===== config.mk =====
export PLATFORM = sky130hd
export DESIGN_NAME = tt_majority_sampler
export DESIGN_NICKNAME = d
export VERILOG_FILES = /design/src/rtl/tt_majority_sampler.sv
export SDC_FILE = /design/constraint.sdc
export NUM_CORES = 1
export LEC_CHECK = 0
export BUFFER_PORTS_ARGS = -buffer_cell sky130_fd_sc_hd__buf_2
export CELL_PAD_IN_SITES_DETAIL_PLACEMENT = 1
export CELL_PAD_IN_SITES_GLOBAL_PLACEMENT = 1
export CORE_AREA = 2 2 39 41
export DETAILED_ROUTE_END_ITERATION = 12
export DIE_AREA = 0 0 41 43
export GPL_ROUTABILITY_DRIVEN = 0
export MAX_ROUTING_LAYER = met4
export PLACE_DENSITY_LB_ADDON = 0.1
export SLEW_MARGIN = 5
export SYNTH_ARGS = -nofsm -noshare
export SYNTH_HDL_FRONTEND = slang
export SYNTH_SLANG_ARGS = --single-unit

===== constraint.sdc =====
create_clock -name clk -period 1.58 [get_ports clk]
set_clock_uncertainty 0.1 [all_clocks]
set_input_delay 0.079 -clock clk [delete_from_list [all_inputs] [get_ports clk]]
set_output_delay 0.079 -clock clk [all_outputs]
set_load 0.01 [all_outputs]

===== src/rtl/tt_majority_sampler.sv =====
// Counts ones over SAMPLES consecutive enabled clocks and reports the majority vote.
// The vote is meaningful once valid is high.
module tt_majority_sampler #(
  parameter int SAMPLES = 3
) (
  input  logic clk,
  input  logic rst_n,
  input  logic clear,
  input  logic en,
  input  logic din,
  output logic last,
  output logic valid,
  output logic vote
);

  logic [3:0] ones_q, ones_d;
  logic [3:0] cnt_q, cnt_d;

  always_comb begin
    ones_d = ones_q;
    cnt_d  = cnt_q;
    if (clear) begin
      ones_d = '0;
      cnt_d  = '0;
    end else if (en) begin
      ones_d = ones_q + {3'd0, din};
      cnt_d  = cnt_q + 4'd1;
    end
  end

  always_ff @(posedge clk or negedge rst_n) begin
    if (!rst_n) begin
      ones_q <= '0;
      cnt_q  <= '0;
    end else begin
      ones_q <= ones_d;
      cnt_q  <= cnt_d;
    end
  end

  assign last  = en && (cnt_q == 4'(SAMPLES - 1));
  assign valid = (cnt_q == 4'(SAMPLES));
  // SAMPLES is odd, so a strict majority always exists.
  assign vote  = (ones_q > 4'(SAMPLES / 2));

endmodule


---- Yosys cells after proc, flatten, opt, wreduce, memory -nomap -nowiden ----
Index checks and enable logic that the tools add are counted.
operators by class
  $lt $le $gt $ge ......................... 1
  reductions and logical operators ........ 2
  $mul .................................... 0
  divide/modulo/power cells ............... 0
  shifts and indexed selects .............. 0
  add/sub/neg operators ................... 2
  bitwise gates (word level) .............. 0
  equal/unequal tests ..................... 2
  mux-type cells .......................... 4
operator list
  cell                 count
  $mux 4               4
  $eq 4x2->1 const B   2
  $add 4x1->4          1
  $add 4x1->4 const B  1
  $gt 4x1->1 const B   1
  $reduce_bool 2->1    1
  $logic_and 1x1->1    1
storage, ports and cells
  bits in latches ......................... 0
  bits in read-only memories .............. 0
  word-level logic and storage cells ...... 13
  bits of input ports ..................... 5
  RAM bits ................................ 0
  output and inout port bits .............. 3
  memories ................................ 0
  flip-flop bits (word level) ............. 8

---- Depth between registers and ports, before layout ----
Gate-level depths: netlist (run 1).
  word-level depth ........................ 3
  depth in mapped cells ................... 4
  depth with buffers taken out ............ 4

---- Worst setup path before layout (run 1) ----
Ideal clock, no wire load.
  path type ............................... register -> register
  from .................................... register ones_q[0]
  to ...................................... register ones_q[2]
  slack ................................... 0.395 ns
  arrival ................................. 1.012 ns
  path buffers ............................ 0
  clock period less this slack ............ 1.185 ns
  data required time ...................... 1.407 ns
  setup time .............................. 0.073 ns
  cell stages (with the launch flop) ...... 5
  cell sequence ........................... dfrtp_1 > ha_1 > ha_1 > a21bo_2 > a21oi_2
on the way
  longest elaborated chain between the ends .. 3
RTL lines
  element                 line  RTL
  from (decl)             16    logic [3:0] ones_q, ones_d;
  from (signal assigned)  36    ones_q <= ones_d;
  $add 4x1->4             26    ones_d = ones_q + {3'd0, din};
  $mux 4                  25    end else if (en) begin
  $mux 4                  22    if (clear) begin
Every way passes these cells. The select of a mux whose other input is x is not followed.
A chain may end at the register's enable or synchronous reset.

---- Worst setup path after layout (run 1) ----
  from .................................... register cnt_q[0]
  to ...................................... output valid
on the way
  longest elaborated chain between the ends .. 1
RTL lines
  element                 line  RTL
  from (decl)             17    logic [3:0] cnt_q, cnt_d;
  from (signal assigned)  37    cnt_q <= cnt_d;
  $eq 4x2->1              42    assign valid = (cnt_q == 4'(SAMPLES));
  to (decl)               12    output logic valid,
Every way passes these cells.

==> flow_summary_export.csv, run 1 <==
group,metric,value,unit
route,routed_wl,932,µm
worst_hold_path,hp-class,"in2async",
clock_network,cts_max_level,1,
finish,multiInputGateArea,234,µm²
floorplanning,die_y,43,µm
timing,hold_violations,0,
power_and_ir_drop,powerDensity,818,nW/µm²
synthesis,synth.net_count,51,
power_and_ir_drop,clock_power_share,37.2,%
synthesis,synth_edf_count,0,
route,viasPerCell,4.93,
timing,fin_tns_setup,0,ns
worst_setup_path,end_kind,"output port",
placed_design,dp_hpwl,710,µm
global_route,grt_pass1_wl,1570,µm
floorplanning,num_rows,14,
worst_setup_path,required,1.40,ns
power_and_ir_drop,p_leak,0.272,nW
clock_network,cts_buffers,3,
global_route,antenna_found_initial,0,
synthesis,synthArstFlopShare,100,%
worst_setup_path,worstPathMaxFanout,4,
timing,min_period,1.42,ns
clock_network,cts_tree,"yes",
clock_network,root_buffer,"clkbuf_4",
synthesis,synth_seq_cells,8,
route,num_vias,335,
placed_design,place_area,493,µm²
global_route,grtUsageTotal,14.1,%
synthesis,ys.warnings.count,0,
power_and_ir_drop,p_sw,0.000112,W
status,status,"finished clean",
finish,final_area,536,µm²
floorplanning,chipWidth,41,µm
worst_setup_path,timing.critical_path.from_type,"register",
floorplanning,core_area,1380,µm²
timing,clock.fmax,704,MHz
synthesis,synth-seq-area-share,43.8,%
worst_setup_path,cp.arrival,1.24,ns
timing,finalCritPeriodShare,89.9,%
route,drc,0,
synthesis,syn_area_per_cell,10.9,µm²
route,ant_nets,0,
global_route,grt_pass1_vias,362,
power_and_ir_drop,power_frac_seq,50.8,%
synthesis,netlist_area,457,µm²
clock_network,clk_pin_slew,0.06,ns
finish,drive_gt1_share,25.0,%
route,drtPass1Iterations,2,
floorplanning,start_util,33.0,%
timing,slew_headroom,84.6,%
power_and_ir_drop,combinationalPowerShare,12.0,%
timing,setup_viol,0,
route,wl_per_cell,13.7,µm
global_route,grt_max_degree,13,
floorplanning,pin_count,8,
finish,nets,63,
placed_design,io_buffers,7,
route,drt_iter0_markers,2,
finish,syn_to_final_growth,17.3,%
finish,fillCellCount,162,
clock_network,cts_resized,0,
power_and_ir_drop,p_int,0.000326,W
clock_network,cts_sinks,8,
synthesis,synth_cells,42,
clock_network,postCtsSetupBuffers,0,
synthesis,ys_types,22,
power_and_ir_drop,sw_frac_of_total,25.6,%
timing,rsz0062_at_grt,"false",
clock_network,cts_max_path_buffers,2,
timing,drv_slew,0,
worst_setup_path,crit_type,"reg2out",
worst_setup_path,r2r_setup_slack,0.33,ns
power_and_ir_drop,vdd_drop_max,0.000270,V
floorplanning,die_area,1760,µm²
global_route,grt.overflow.total,0,
timing,tightest_slew,0.231,ns
clock_network,clk_latency,0.26,ns
finish,antenna_cells,0,
finish,area.sequential,200,µm²
job,drv_cap,0,
synthesis,synth_ff_type,"dfrtp_1",
[path summary, 6_finish.rpt]
kind / start / to / cells past startpoint
max: cnt_q[0] / valid / 3
min: rst_n / ones_q[2] / 2
max reg2reg: ones_q[0] / ones_q[1] / 4
min reg2reg: ones_q[0] / ones_q[0] / 2
max in group asynchronous: rst_n / ones_q[0] / 2
min in group clk: en / cnt_q[1] / 3
[registers in the layout (all words and copies together), names as in the netlist]
| register | cells |
|---|---|
| cnt_q | 4 |
| ones_q | 4 |
[cell families (layout without fill, tap and decap cells)]
logic type,after synthesis,in the layout,share of synthesized area [%]
and+or+nand+nor,17,17,20.5
DFF,8,8,43.8
AOI/OAI and AO/OA,5,5,8.49
adders and majority gates,4,4,11.0
muxes,4,4,9.31
buffers and inverters,3,13,4.93
xor gates and xnor gates,1,1,1.92
[layout make-up]
type / count / area share [%]
multi-input cells: 31 / 43.7
clock buffers: 3 / 4.21
repair buffers: 9 / 10.3
inverters: 1 / 0.701
flip-flops and latches: 8 / 37.4
well taps: 16 / 3.74
[through the flow]
| step | total power, W | std cells | hold WS [ns] | setup slack (ns) | util (%) |
|---|---|---|---|---|---|
| after floorplan | 0.000259 | 42 | -0.317 | 0.395 | - |
| after global placement | 0.000272 | 63 | -0.171 | 0.368 | 35.6 |
| after detailed placement | 0.000277 | 63 | -0.163 | 0.330 | 35.6 |
| after CTS | 0.000448 | 68 | 0.0940 | 0.125 | 38.7 |
| after global routing | 0.000463 | 68 | 0.118 | 0.0511 | 38.7 |
| final | 0.000438 | 68 | 0.0868 | 0.159 | 38.7 |
[timing repair]
item                                   CTS  global route
hold buffers                             2             0
endpoints found under the hold margin    9             0
setup endpoints to repair                0             0
[synth_stat cells, types with 2 or more instances]
library cell	number	share of area, %
mux2i_1	2	4.4
nand2b_1	2	2.7
nand3b_1	2	3.3
ha_1	4	11
dfrtp_1	8	44
a21oi_1	2	2.2
nand4_1	2	2.7
nor2b_1	2	2.7
nor2_1	5	4.1
[per-layer routing]
layer  vias up  routed length [µm]  GRT usage [%]
li1        165                   -              -
met1       160                 393           16.2
met2         8                 469           20.6
met3         2                  44           4.71
met4         0                  25           8.00
met5         -                   0              -
[power by group through the flow]
stage | combinational, W | sequential [W] | clock [W]
floorplan | 0.0000360 | 0.000223 | 0
global placement | 0.0000468 | 0.000225 | 0
detailed placement | 0.0000504 | 0.000226 | 0
CTS | 0.0000548 | 0.000223 | 0.000171
global route | 0.0000620 | 0.000223 | 0.000178
finish | 0.0000527 | 0.000222 | 0.000163
[layout by cell type (no fill, tap or decap)]
cell	synthesis	routed
nand2_1	1	1
a21oi_2	1	1
buf_2	0	7
xnor2_1	1	1
a21bo_2	1	1
nand3b_1	2	2
dlygate4sd3_1	0	2
mux2i_1	2	2
nor3_1	1	1
nand4_1	2	2
nor2_1	5	5
a21bo_1	1	1
nand2b_1	2	2
a21oi_1	2	2
nor3b_1	1	1
inv_1	1	1
nor2b_1	2	2
clkbuf_4	0	3
ha_1	4	4
dfrtp_1	8	8
or3_1	1	1
mux2_1	1	1
mux2_2	1	1
[worst max-delay path, cell delays in order (launching register included)]
cell and delay [ns]:
dfrtp_1 0.41, ha_1 0.22, nor3b_1 0.19, buf_2 0.16
Note: power is estimated with default switching activity, not from simulation.
==> run 2: changes to the inputs <==
- CTS_BUF_LIST: unset -> sky130_fd_sc_hd__clkbuf_2 sky130_fd_sc_hd__clkbuf_4 sky130_fd_sc_hd__clkbuf_8
- PLACE_DENSITY: unset -> 0.7
- PLACE_DENSITY_LB_ADDON: 0.1 -> unset
==> flow_summary_export.csv, run 2 (same netlist as run 1, synthesis figures left out) <==
group,metric,value,unit
status,status,"finished clean",
global_route,grt_pass1_vias,310,
worst_setup_path,crit_type,"reg2out",
clock_network,clk_pin_slew,0.05,ns
floorplanning,die_y,43,µm
worst_hold_path,hp-class,"in2async",
timing,drv_slew,0,
floorplanning,num_rows,14,
job,drv_cap,0,
power_and_ir_drop,power_frac_seq,51.6,%
clock_network,cts_hold_buf,2,
clock_network,postCtsSetupBuffers,0,
timing,rsz0062_at_grt,"false",
timing,setup_viol,0,
global_route,grt_max_degree,13,
route,drc,0,
power_and_ir_drop,p_int,0.000325,W
timing,min_period,1.40,ns
power_and_ir_drop,vdd_drop_max,0.000400,V
route,routed_wl,806,µm
timing,tightest_slew,0.227,ns
power_and_ir_drop,p_leak,0.272,nW
finish,syn_to_final_growth,17.3,%
floorplanning,core_area,1380,µm²
floorplanning,chipWidth,41,µm
route,wl_per_cell,11.9,µm
placed_design,place_area,493,µm²
clock_network,cts_sinks,8,
timing,slew_headroom,84.9,%
clock_network,cts_tree,"yes",
route,num_vias,339,
finish,top_regs,"cnt_q: 4 flops, ones_q: 4 flops",
finish,antenna_cells,0,
worst_setup_path,critical-path-top-delay-family,"flip-flops",
clock_network,cts_max_path_buffers,2,
global_route,grt.overflow.total,0,
route,viasPerCell,4.99,
finish,fin_util,38.7,%
power_and_ir_drop,p_sw,0.000104,W
route,drt_iter0_markers,1,
worst_setup_path,worstPathMaxFanout,4,
power_and_ir_drop,powerDensity,802,nW/µm²
route,ant_nets,0,
worst_setup_path,end_kind,"output port",
finish,instances_no_fill,68,
timing,finalCritPeriodShare,88.4,%
finish,final_common_cell,"dfrtp_1",
global_route,antenna_found_initial,0,
global_route,grtUsageTotal,12.4,%
clock_network,clk_latency,0.26,ns
finish,drive_gt1_share,25.0,%
finish,final_area,536,µm²
placed_design,dp_hpwl,609,µm
worst_setup_path,worst-path-stages,3,
worst_setup_path,required,1.40,ns
finish,final_cell_mix,"dfrtp_1 (8), buf_2 (7), nor2_1 (5)",
worst_setup_path,path_cells,"ha_1 -> nor3b_1 -> buf_2",
power_and_ir_drop,combinationalPowerShare,12.1,%
timing,clock.fmax,716,MHz
floorplanning,pin_count,8,
worst_setup_path,crit_slowest_cell,"dfrtp_1",
worst_setup_path,timing.critical_path.from_type,"register",
power_and_ir_drop,sw_frac_of_total,24.2,%
floorplanning,start_util,33.0,%
timing,fin_tns_setup,0,ns
worst_setup_path,crit_buf_inv,1,
power_and_ir_drop,clock_power_share,36.2,%
placed_design,dp.cells,63,
clock_network,root_buffer,"clkbuf_4",
worst_setup_path,cp.arrival,1.22,ns
route,drtPass1Iterations,4,
timing,hold_violations,0,
worst_setup_path,cpPeakStageDelay,0.41,ns
clock_network,cts_resized,0,
floorplanning,die_area,1760,µm²
clock_network,cts_buffers,3,
global_route,grt_pass1_wl,1360,µm
clock_network,cts_max_level,1,
finish,nets,63,
worst_setup_path,ff2ff_path_depth,4,
placed_design,io_buffers,7,
power_and_ir_drop,power,0.000429,W
==> run 2: cell counts in the layout (fill, tap and decap cells not counted) <==
No cell type changed its count.
==> run 2: routing by layer <==
| layer | vias up | routed length [µm] | global-route usage [%] |
|---|---|---|---|
| met5 | - | 0 | - |
| met4 | 0 | 0 | 8.00 |
| met3 | 0 | 40 | 4.71 |
| met2 | 9 | 397 | 15.9 |
| met1 | 165 | 368 | 15.7 |
| li1 | 165 | - | - |
==> run 2: cell type report <==
type	count	area [µm²]
repair buffers	9	55.1
clock buffers	3	22.5
fillers	168	848
multi-input cells	31	234
well taps	16	20.0
inverters	1	3.75
flip-flops and latches	8	200
==> run 2: power groups by stage <==
stage | Sequential (W) | Combinational, W | Clock (W)
final | 0.000222 | 0.0000521 | 0.000156
after global routing | 0.000223 | 0.0000601 | 0.000179
after CTS | 0.000222 | 0.0000537 | 0.000168
after detailed placement | 0.000226 | 0.0000495 | 0
after global placement | 0.000225 | 0.0000484 | 0
after floorplan | 0.000223 | 0.0000360 | 0
==> run 2: stage by stage <==
step	setup WS (ns)	hold WS, ns
finish	0.183	0.0863
detailed placement	0.338	-0.166
CTS	0.154	0.0767
global route	0.0701	0.0933
global placement	0.358	-0.168
floorplan	0.395	-0.317
==> run 2: worst paths after layout <==
check	slack [ns]	startpoint	end
min in group clk	0.09	en	cnt_q[1]
min reg2reg	0.43	ones_q[0]	ones_q[0]
max reg2reg	0.35	ones_q[0]	ones_q[1]
min	0.09	rst_n	ones_q[1]
max	0.18	cnt_q[0]	valid
max in group asynchronous	1.12	rst_n	cnt_q[3]
==> run 2: worst register-to-register path, cell delays in order (launching register included) <==
cell and delay, ns:
dfrtp_1 0.38, ha_1 0.20, ha_1 0.27, mux2i_1 0.13, nor2_1 0.05
